**src/rtl/vga_fetch_if.sv**
```systemverilog
// SRAM read-port bundle between the frame-buffer fetcher and the ZBT SRAM.
// master: fetcher (drives strobe/address), slave: SRAM (returns data 2 cycles later).
interface vga_fetch_if #(
   parameter int LOG_MEM  = 36,
   parameter int LOG_ADDR = 19
) ();
   logic                mem_re;
   logic [LOG_ADDR-1:0] mem_addr;
   logic [LOG_MEM-1:0]  mem_rdata;

   modport master (output mem_re, output mem_addr, input  mem_rdata);
   modport slave  (input  mem_re, input  mem_addr, output mem_rdata);
endinterface

```
**src/rtl/vga_fetch.sv**
```systemverilog
// Frame-buffer read port for the VGA output stage.
// Each accepted vga_flag request issues one ZBT read of a 36-bit word (two
// YCbCr pixels); the word comes back on vga_pixel two cycles later. The block
// walks a linear offset through the displayed buffer, ping-pongs between two
// buffers at frame boundaries and pulses done_vga once a whole frame is out.
module vga_fetch #(
   parameter int LOG_MEM        = 36,
   parameter int LOG_ADDR       = 19,
   parameter int WORDS_PER_LINE = 320,
   parameter int LINES          = 480,
   parameter int BUF0_BASE      = 0,
   parameter int BUF1_BASE      = 153600
) (
   input  logic               clock,
   input  logic               reset_b,
   input  logic               frame_flag,
   input  logic               frame_ready,
   input  logic               vga_flag,
   output logic [LOG_MEM-1:0] vga_pixel,
   output logic               done_vga,
   output logic               display_buf,
   output logic               overrun,
   vga_fetch_if.master        mem
);

   localparam int OFS_W = 18;
   // Offset of the last word of a frame; a constant, so no multiplier is built.
   localparam logic [OFS_W-1:0] LAST_OFS = OFS_W'(WORDS_PER_LINE * LINES - 1);

   localparam logic [1:0] IDLE      = 2'd0;
   localparam logic [1:0] STREAMING = 2'd1;
   localparam logic [1:0] DRAINING  = 2'd2;
   localparam logic [1:0] DONE      = 2'd3;

   logic [1:0]          state;
   logic [OFS_W-1:0]    offset;
   logic                swap_pending;
   logic [1:0]          valid_pipe;   // [0]: read issued last cycle, [1]: data arriving now
   logic [LOG_MEM-1:0]  hold;
   logic                accept;
   logic [LOG_ADDR-1:0] base;

   // A request is taken only while streaming, outside a frame boundary and
   // with no read still in flight (the SRAM port serves one word per 3 cycles).
   assign accept = vga_flag && reset_b && !frame_flag &&
                   (state == STREAMING) && (valid_pipe == 2'b00);

   assign base         = display_buf ? LOG_ADDR'(BUF1_BASE) : LOG_ADDR'(BUF0_BASE);
   assign mem.mem_re   = accept;
   assign mem.mem_addr = reset_b ? (base + LOG_ADDR'(offset)) : LOG_ADDR'(BUF0_BASE);

   // Data is bypassed straight from the SRAM in its arrival cycle, then held.
   assign vga_pixel = valid_pipe[1] ? mem.mem_rdata : hold;

   // Frame sequencing: state, scan offset and the end-of-frame pulse.
   always_ff @(posedge clock) begin
      // NOTE: all sequential state uses non-blocking assignments so every
      // register samples pre-edge values regardless of statement order.
      if (!reset_b) begin
         state    <= IDLE;
         offset   <= '0;
         done_vga <= 1'b0;
      end else begin
         done_vga <= 1'b0;
         if (frame_flag) begin
            // Frame boundary wins over everything, including a pending drain.
            state  <= STREAMING;
            offset <= '0;
         end else begin
            if (accept)
               offset <= (offset == LAST_OFS) ? '0 : offset + 1'b1;
            case (state)
               STREAMING: if (accept && offset == LAST_OFS) state <= DRAINING;
               DRAINING: begin
                  if (valid_pipe[1]) begin
                     done_vga <= 1'b1;
                     state    <= DONE;
                  end
               end
               default: ;
            endcase
         end
      end
   end

   // Double-buffer bookkeeping: swap only at a frame boundary after the writer
   // has finished the back buffer; a coincident frame_ready counts for the next frame.
   always_ff @(posedge clock) begin
      if (!reset_b) begin
         display_buf  <= 1'b0;
         swap_pending <= 1'b0;
      end else begin
         if (frame_flag && swap_pending)
            display_buf <= ~display_buf;
         if (frame_ready)
            swap_pending <= 1'b1;
         else if (frame_flag)
            swap_pending <= 1'b0;
      end
   end

   // Read-return tracking and capture of the returned word.
   always_ff @(posedge clock) begin
      // NOTE: the hold register is datapath, but it is reset because it is
      // directly visible on vga_pixel and must read 0 after reset.
      if (!reset_b) begin
         valid_pipe <= 2'b00;
         hold       <= '0;
      end else begin
         valid_pipe <= {valid_pipe[0], accept};
         if (valid_pipe[1])
            hold <= mem.mem_rdata;
      end
   end

   // Sticky error: any request that could not be served.
   always_ff @(posedge clock) begin
      if (!reset_b)
         overrun <= 1'b0;
      else if (vga_flag && !accept)
         overrun <= 1'b1;
   end

endmodule
```
**src/flat_wrapper.sv**
```systemverilog
// flat-port wrapper written by rule: the top's interface ports become plain ports
module vga_fetch_flat 
#(
   parameter int LOG_MEM        = 36,
   parameter int LOG_ADDR       = 19,
   parameter int WORDS_PER_LINE = 320,
   parameter int LINES          = 480,
   parameter int BUF0_BASE      = 0,
   parameter int BUF1_BASE      = 153600
)
  (clock, reset_b, frame_flag, frame_ready, vga_flag, vga_pixel, done_vga, display_buf, overrun, mem_mem_re, mem_mem_addr, mem_mem_rdata);
  vga_fetch_if #(.LOG_MEM(LOG_MEM), .LOG_ADDR(LOG_ADDR)) mem_i ();
  input  logic clock;
  input  logic reset_b;
  input  logic frame_flag;
  input  logic frame_ready;
  input  logic vga_flag;
  output logic [LOG_MEM-1:0] vga_pixel;
  output logic done_vga;
  output logic display_buf;
  output logic overrun;
  output wire logic [$bits(mem_i.mem_re)-1:0] mem_mem_re;
  output wire logic [$bits(mem_i.mem_addr)-1:0] mem_mem_addr;
  input wire logic [$bits(mem_i.mem_rdata)-1:0] mem_mem_rdata;
  assign mem_mem_re = mem_i.mem_re;
  assign mem_mem_addr = mem_i.mem_addr;
  assign mem_i.mem_rdata = mem_mem_rdata;
  vga_fetch #(.LOG_MEM(LOG_MEM), .LOG_ADDR(LOG_ADDR), .WORDS_PER_LINE(WORDS_PER_LINE), .LINES(LINES), .BUF0_BASE(BUF0_BASE), .BUF1_BASE(BUF1_BASE)) u_core (.clock(clock), .reset_b(reset_b), .frame_flag(frame_flag), .frame_ready(frame_ready), .vga_flag(vga_flag), .vga_pixel(vga_pixel), .done_vga(done_vga), .display_buf(display_buf), .overrun(overrun), .mem(mem_i));
endmodule
```
**config.mk**
```make
export PLATFORM = sky130hd
export DESIGN_NAME = vga_fetch_flat
export DESIGN_NICKNAME = d
export VERILOG_FILES = /design/src/rtl/vga_fetch_if.sv /design/src/rtl/vga_fetch.sv /design/src/flat_wrapper.sv
export SDC_FILE = /design/constraint.sdc
export NUM_CORES = 1
export LEC_CHECK = 0
export ABC_AREA = 1
export BUFFER_PORTS_ARGS = -buffer_cell sky130_fd_sc_hd__buf_2
export CAP_MARGIN = 10
export CORE_MARGIN = 2
export CORE_UTILIZATION = 50
export DETAILED_ROUTE_END_ITERATION = 10
export GPL_TIMING_DRIVEN = 0
export PLACE_DENSITY = 0.76
export SETUP_SLACK_MARGIN = 0.1
export SLEW_MARGIN = 20
export SYNTH_ARGS = -nofsm -noshare
export SYNTH_HDL_FRONTEND = slang
export SYNTH_SLANG_ARGS = --single-unit
```
**constraint.sdc**
```tcl
create_clock -name clock -period 3.7 [get_ports clock]
set_input_delay 0.555 -clock clock [delete_from_list [all_inputs] [get_ports clock]]
set_output_delay 0.555 -clock clock [all_outputs]
set_load 0.005 [all_outputs]
```
# == Word level (Yosys, flattened, before mapping) ==
# Index checks and enable logic that the tools add are counted.
# word_totals
reg_bits,62
in_bits,41
output_inout_bits,59
wordCells,49
# classes
add_sub_neg,2
n_eq_ne,7
n_mux,11
n_bitwise,3
n_reduce_logical,17
# op_table
op,count
18-bit two-way mux,2
36-bit two-way mux,1
19-bit by 18-bit adder with 19-bit output,1
19-bit two-way mux,1
18-bit by 1-bit adder with 18-bit output (second input constant),1
18-bit equality test (second input constant),1
1-bit logical AND,7
3-bit AND reduction,2
1-bit two-way mux,4
2-bit two-way mux,2
2-bit case mux with 2 select lines,1
2-bit nonzero test,2
3-bit by 2-bit != test with 1-bit output (second input constant),1
3-bit != test (second input constant),1
1-bit NOT,3
3-bit nonzero test,1
3-bit OR reduction,1
2-bit by 1-bit equality test with 1-bit output (second input constant),1
2-bit equality test (second input constant),1
1-bit logical NOT,2
2-bit logical NOT,1
2-bit by 1-bit != test with 1-bit output (second input constant),1
2-bit != test (second input constant),1
2-bit OR reduction,1

# == Depth between registers and ports, before layout ==
# logic_depth
word_depth,8
ltp_mapped,11
mapped_depth_nobuf,11

# == Least setup slack after synthesis ==
# Ideal clock, no wire load.
# synth_timing
path_kind,register -> output
from,register u_core.display_buf
to,output port mem_mem_addr[17]
t_arrival_ps,1507
required_ps,3145
setup_slack_ps,1638
path_stages_with_launch,8
path_buffers,0
path_cell_list,dfxtp_1 > ha_1 > fa_1 > nand3_1 > nand2_1 > nand2_1 > inv_1 > a311oi_1
# synth_between
elab_chain_cells,3
# synth_lines
element,line,text
"start, declared",vga_fetch.sv:21,"output logic display_buf,"
"start signal, assigned",vga_fetch.sv:94,display_buf <= ~display_buf;
18-bit two-way mux,vga_fetch.sv:48,assign base = display_buf ? LOG_ADDR'(BUF1_BASE) : LOG_ADDR'(BUF0_BASE);
19-bit by 18-bit adder with 19-bit output,vga_fetch.sv:50,assign mem.mem_addr = reset_b ? (base + LOG_ADDR'(offset)) : LOG_ADDR'(BUF0_BASE);
19-bit two-way mux,vga_fetch.sv:50,
"end, declared",flat_wrapper.sv:23,output wire logic [$bits(mem_i.mem_addr)-1:0] mem_mem_addr;
# No other way between the ends.

# == Worst setup path after layout ==
# Same ends and word-level chain as after synthesis.

==> run metrics <==
status finished, final reports clean; Tmin final 2.70 ns; synth top area cells dfxtp_1, nand2_1, a21oi_1; clock sink count 62; GRT Overall Usage 22.4%; most common cell after layout, fill and taps aside nand2_1; Post-CTS Setup Bufs 0; Area Growth Syn to Fin 24.9%; crit path from u_core.display_buf; VDD IR-drop max 0.000234 V; Post-DP HPWL 5550 um; largest net degree at the start of global routing 11; Gate power share 6.6%; initial cell density of the core 51.8%; Slew @ Worst Pin 0.542 ns; mapped cell area 0.00306 mm^2; switch share 23.3%; PwrDens 347 mW/mm^2; row count 28; RR Endpoint u_core.offset[9]; First-pass DRT Iterations 4; Final setup violation count 0; Fmax 370 MHz; switching power 309 uW; Seq/Total Area, Yosys 40.5%; skew final 0.00859 ns; clk_lat worst skew 0.35 ns; Hold Buf Count CTS 0; TritonCTS buffer count 9; post-synth cell types 37; WL/cell 11.5 um; crit-path max FO 7; leading area contributor after synthesis dfxtp_1; Fin Setup TNS 0 ns; max cap viols 0; n_diodes 0; vias per std cell 4.90; Worst path depth 8; placed inst area 0.00365 mm^2; r2r worst-path depth 9; min-delay worst type in2reg; top-area cell type share of the netlist area 40.5%; Critical Path RT 3.14 ns; DRT iter0 DRCs 98; vias 3137; die area 0.00677 mm^2; Worst path most repeated cell nand2_1; Ys Warns 0; grt ovf 0; Fin. Hold Viols 0; Mapped Nets 501; CORE AREA 0.00592 mm^2; crit-path cells ha_1 > fa_1 > nand3_1 > nand2_1 > nand2_1 > inv_1 > a311oi_1 > buf_2; final WL 7370 um; I/O pins 100; startpoint types flip-flop; commonest cells after routing, fill and taps aside nand2_1, buf_2, dfxtp_1; first-pass GRT wire length 11500 um; Critical path buffers and inverters 2; Die Y-Extent 82.3 um; CP endpoint mem_mem_addr[17]; Lkg Pwr 2.06 nW; Largest stage delay, worst path 0.41 ns; CP arrival 2.14 ns; FF-to-FF Start u_core.offset[0]; GP Congestion 0.840; part of the power in registers 51.3%; antenna-violating nets left 0; CP Class reg2out; Synth Instances 452; clk slew on worst S/H paths 0.06 ns; # DRC 0; number of global-route vias before repair 2647; Internal 1.02 mW; clock root cell clkbuf_8; clock tree buffer depth 2; Slew Limit Fails 0; RSZ-0062 raised after global routing no; die width 82.3 um; period utilization 73.0%; nets 610; Syn Area/Cell 6.78 um^2; # port buffers 98; crit path capture type output port; Max-slew headroom 63.9%; CTS tree built; final instance area 0.00383 mm^2; share of cells above drive strength 1 23.0%; htree depth 3; post-cts repair resize count 0; slowest CP cell dfxtp_1; post-synthesis register bit count 62; reg2reg setup slack 1.96 ns; initial antenna violation count 0; CP delay by family, top adder cells; Clock power frac 42.2%
-- stage by stage --
step	hold WS, ns	setup slack (ns)	power (mW)	instances	utilization (%)
detailed placement	0.437	1.39	0.783	625	61.6
global route	0.444	0.892	1.38	640	64.7
floorplan	0.414	1.64	0.739	452	-
finish	0.430	1.00	1.33	640	64.7
CTS	0.431	1.02	1.33	640	64.7
global placement	0.420	1.42	0.781	625	61.6
-- flip-flops by register name (all words and copies together), names as in the netlist --
signal and flops:
u_core.hold 36, u_core.offset 18, u_core.state 2, u_core.valid_pipe 2, u_core.display_buf 1, u_core.done_vga 1
u_core.overrun 1, u_core.swap_pending 1
-- cell usage after synthesis --
master,instances
nor3_1,1
buf_2,1
o22ai_1,1
a211oi_1,2
ha_1,7
fa_1,1
o21ai_0,4
nand3_1,19
nor3_4,2
a21boi_0,1
o21a_1,1
nand3_4,1
nand4_1,8
nand2_1,170
nor2_1,31
inv_2,3
inv_1,41
a311oi_1,1
inv_4,1
buf_6,1
xor2_1,4
xnor2_1,1
buf_4,1
nand2_2,3
a22o_1,1
and3_1,1
buf_1,4
nor3b_1,1
or2_0,1
nor2_2,4
a21oi_1,56
clkbuf_1,11
dfxtp_1,62
and2_1,1
nand3b_1,2
nor2_8,1
or2_2,1
-- cells by family after synthesis --
group | after synthesis | synth area share [%]
xor+xnor | 5 | 1.43
fa+ha+maj | 8 | 3.51
buf+inv | 63 | 8.21
simple gates | 247 | 34.8
compound gates | 67 | 11.6
flops | 62 | 40.5
-- routing by layer --
layer | share of wire [%] | global-route usage (%) | routed length, um
met5 | 0 | 0 | 0
met2 | 46 | 36.0 | 3400
met1 | 45 | 28.6 | 3330
met4 | 2.1 | 11.3 | 153
met3 | 6.6 | 4.13 | 489
-- how the worst min path moves through the flow --
stage / from / end / slack, ns / cells past startpoint
4_1_cts: frame_ready / u_core.swap_pending / 0.43 / 2
6_report: frame_ready / u_core.swap_pending / 0.43 / 2
3_3_place_gp: u_core.valid_pipe[0] / u_core.valid_pipe[1] / 0.42 / 2
3_5_place_dp: u_core.valid_pipe[0] / u_core.valid_pipe[1] / 0.44 / 2
5_1_grt: frame_ready / u_core.swap_pending / 0.44 / 2
2_1_floorplan: u_core.valid_pipe[0] / u_core.valid_pipe[1] / 0.41 / 2
-- power by group through the flow --
stage | Clock, mW | Combinational (mW) | Sequential (mW)
5_1_grt | 0.605 | 0.0981 | 0.681
6_report | 0.560 | 0.0870 | 0.681
2_1_floorplan | 0 | 0.0438 | 0.695
4_1_cts | 0.566 | 0.0882 | 0.681
3_5_place_dp | 0 | 0.0877 | 0.696
3_3_place_gp | 0 | 0.0857 | 0.695
-- worst reg2reg max path: cells and delay by family, from the launching register on --
kind | cells | cell delay, ns
AOI/OAI and AO/OA | 1 | 0.05
DFF | 1 | 0.45
and+or+nand+nor | 7 | 0.92
adders and majority gates | 1 | 0.22
-- layout make-up --
type,instances,area (um^2)
fill,567,2090
clock inverter,4,48.8
multi-input combinational,327,1570
buffer,18,80.1
timing repair buffer,98,490
clock buffer,11,131
sequential,62,1240
tap,75,93.8
inverter,45,171
Power figures use the tool's default switching activity.
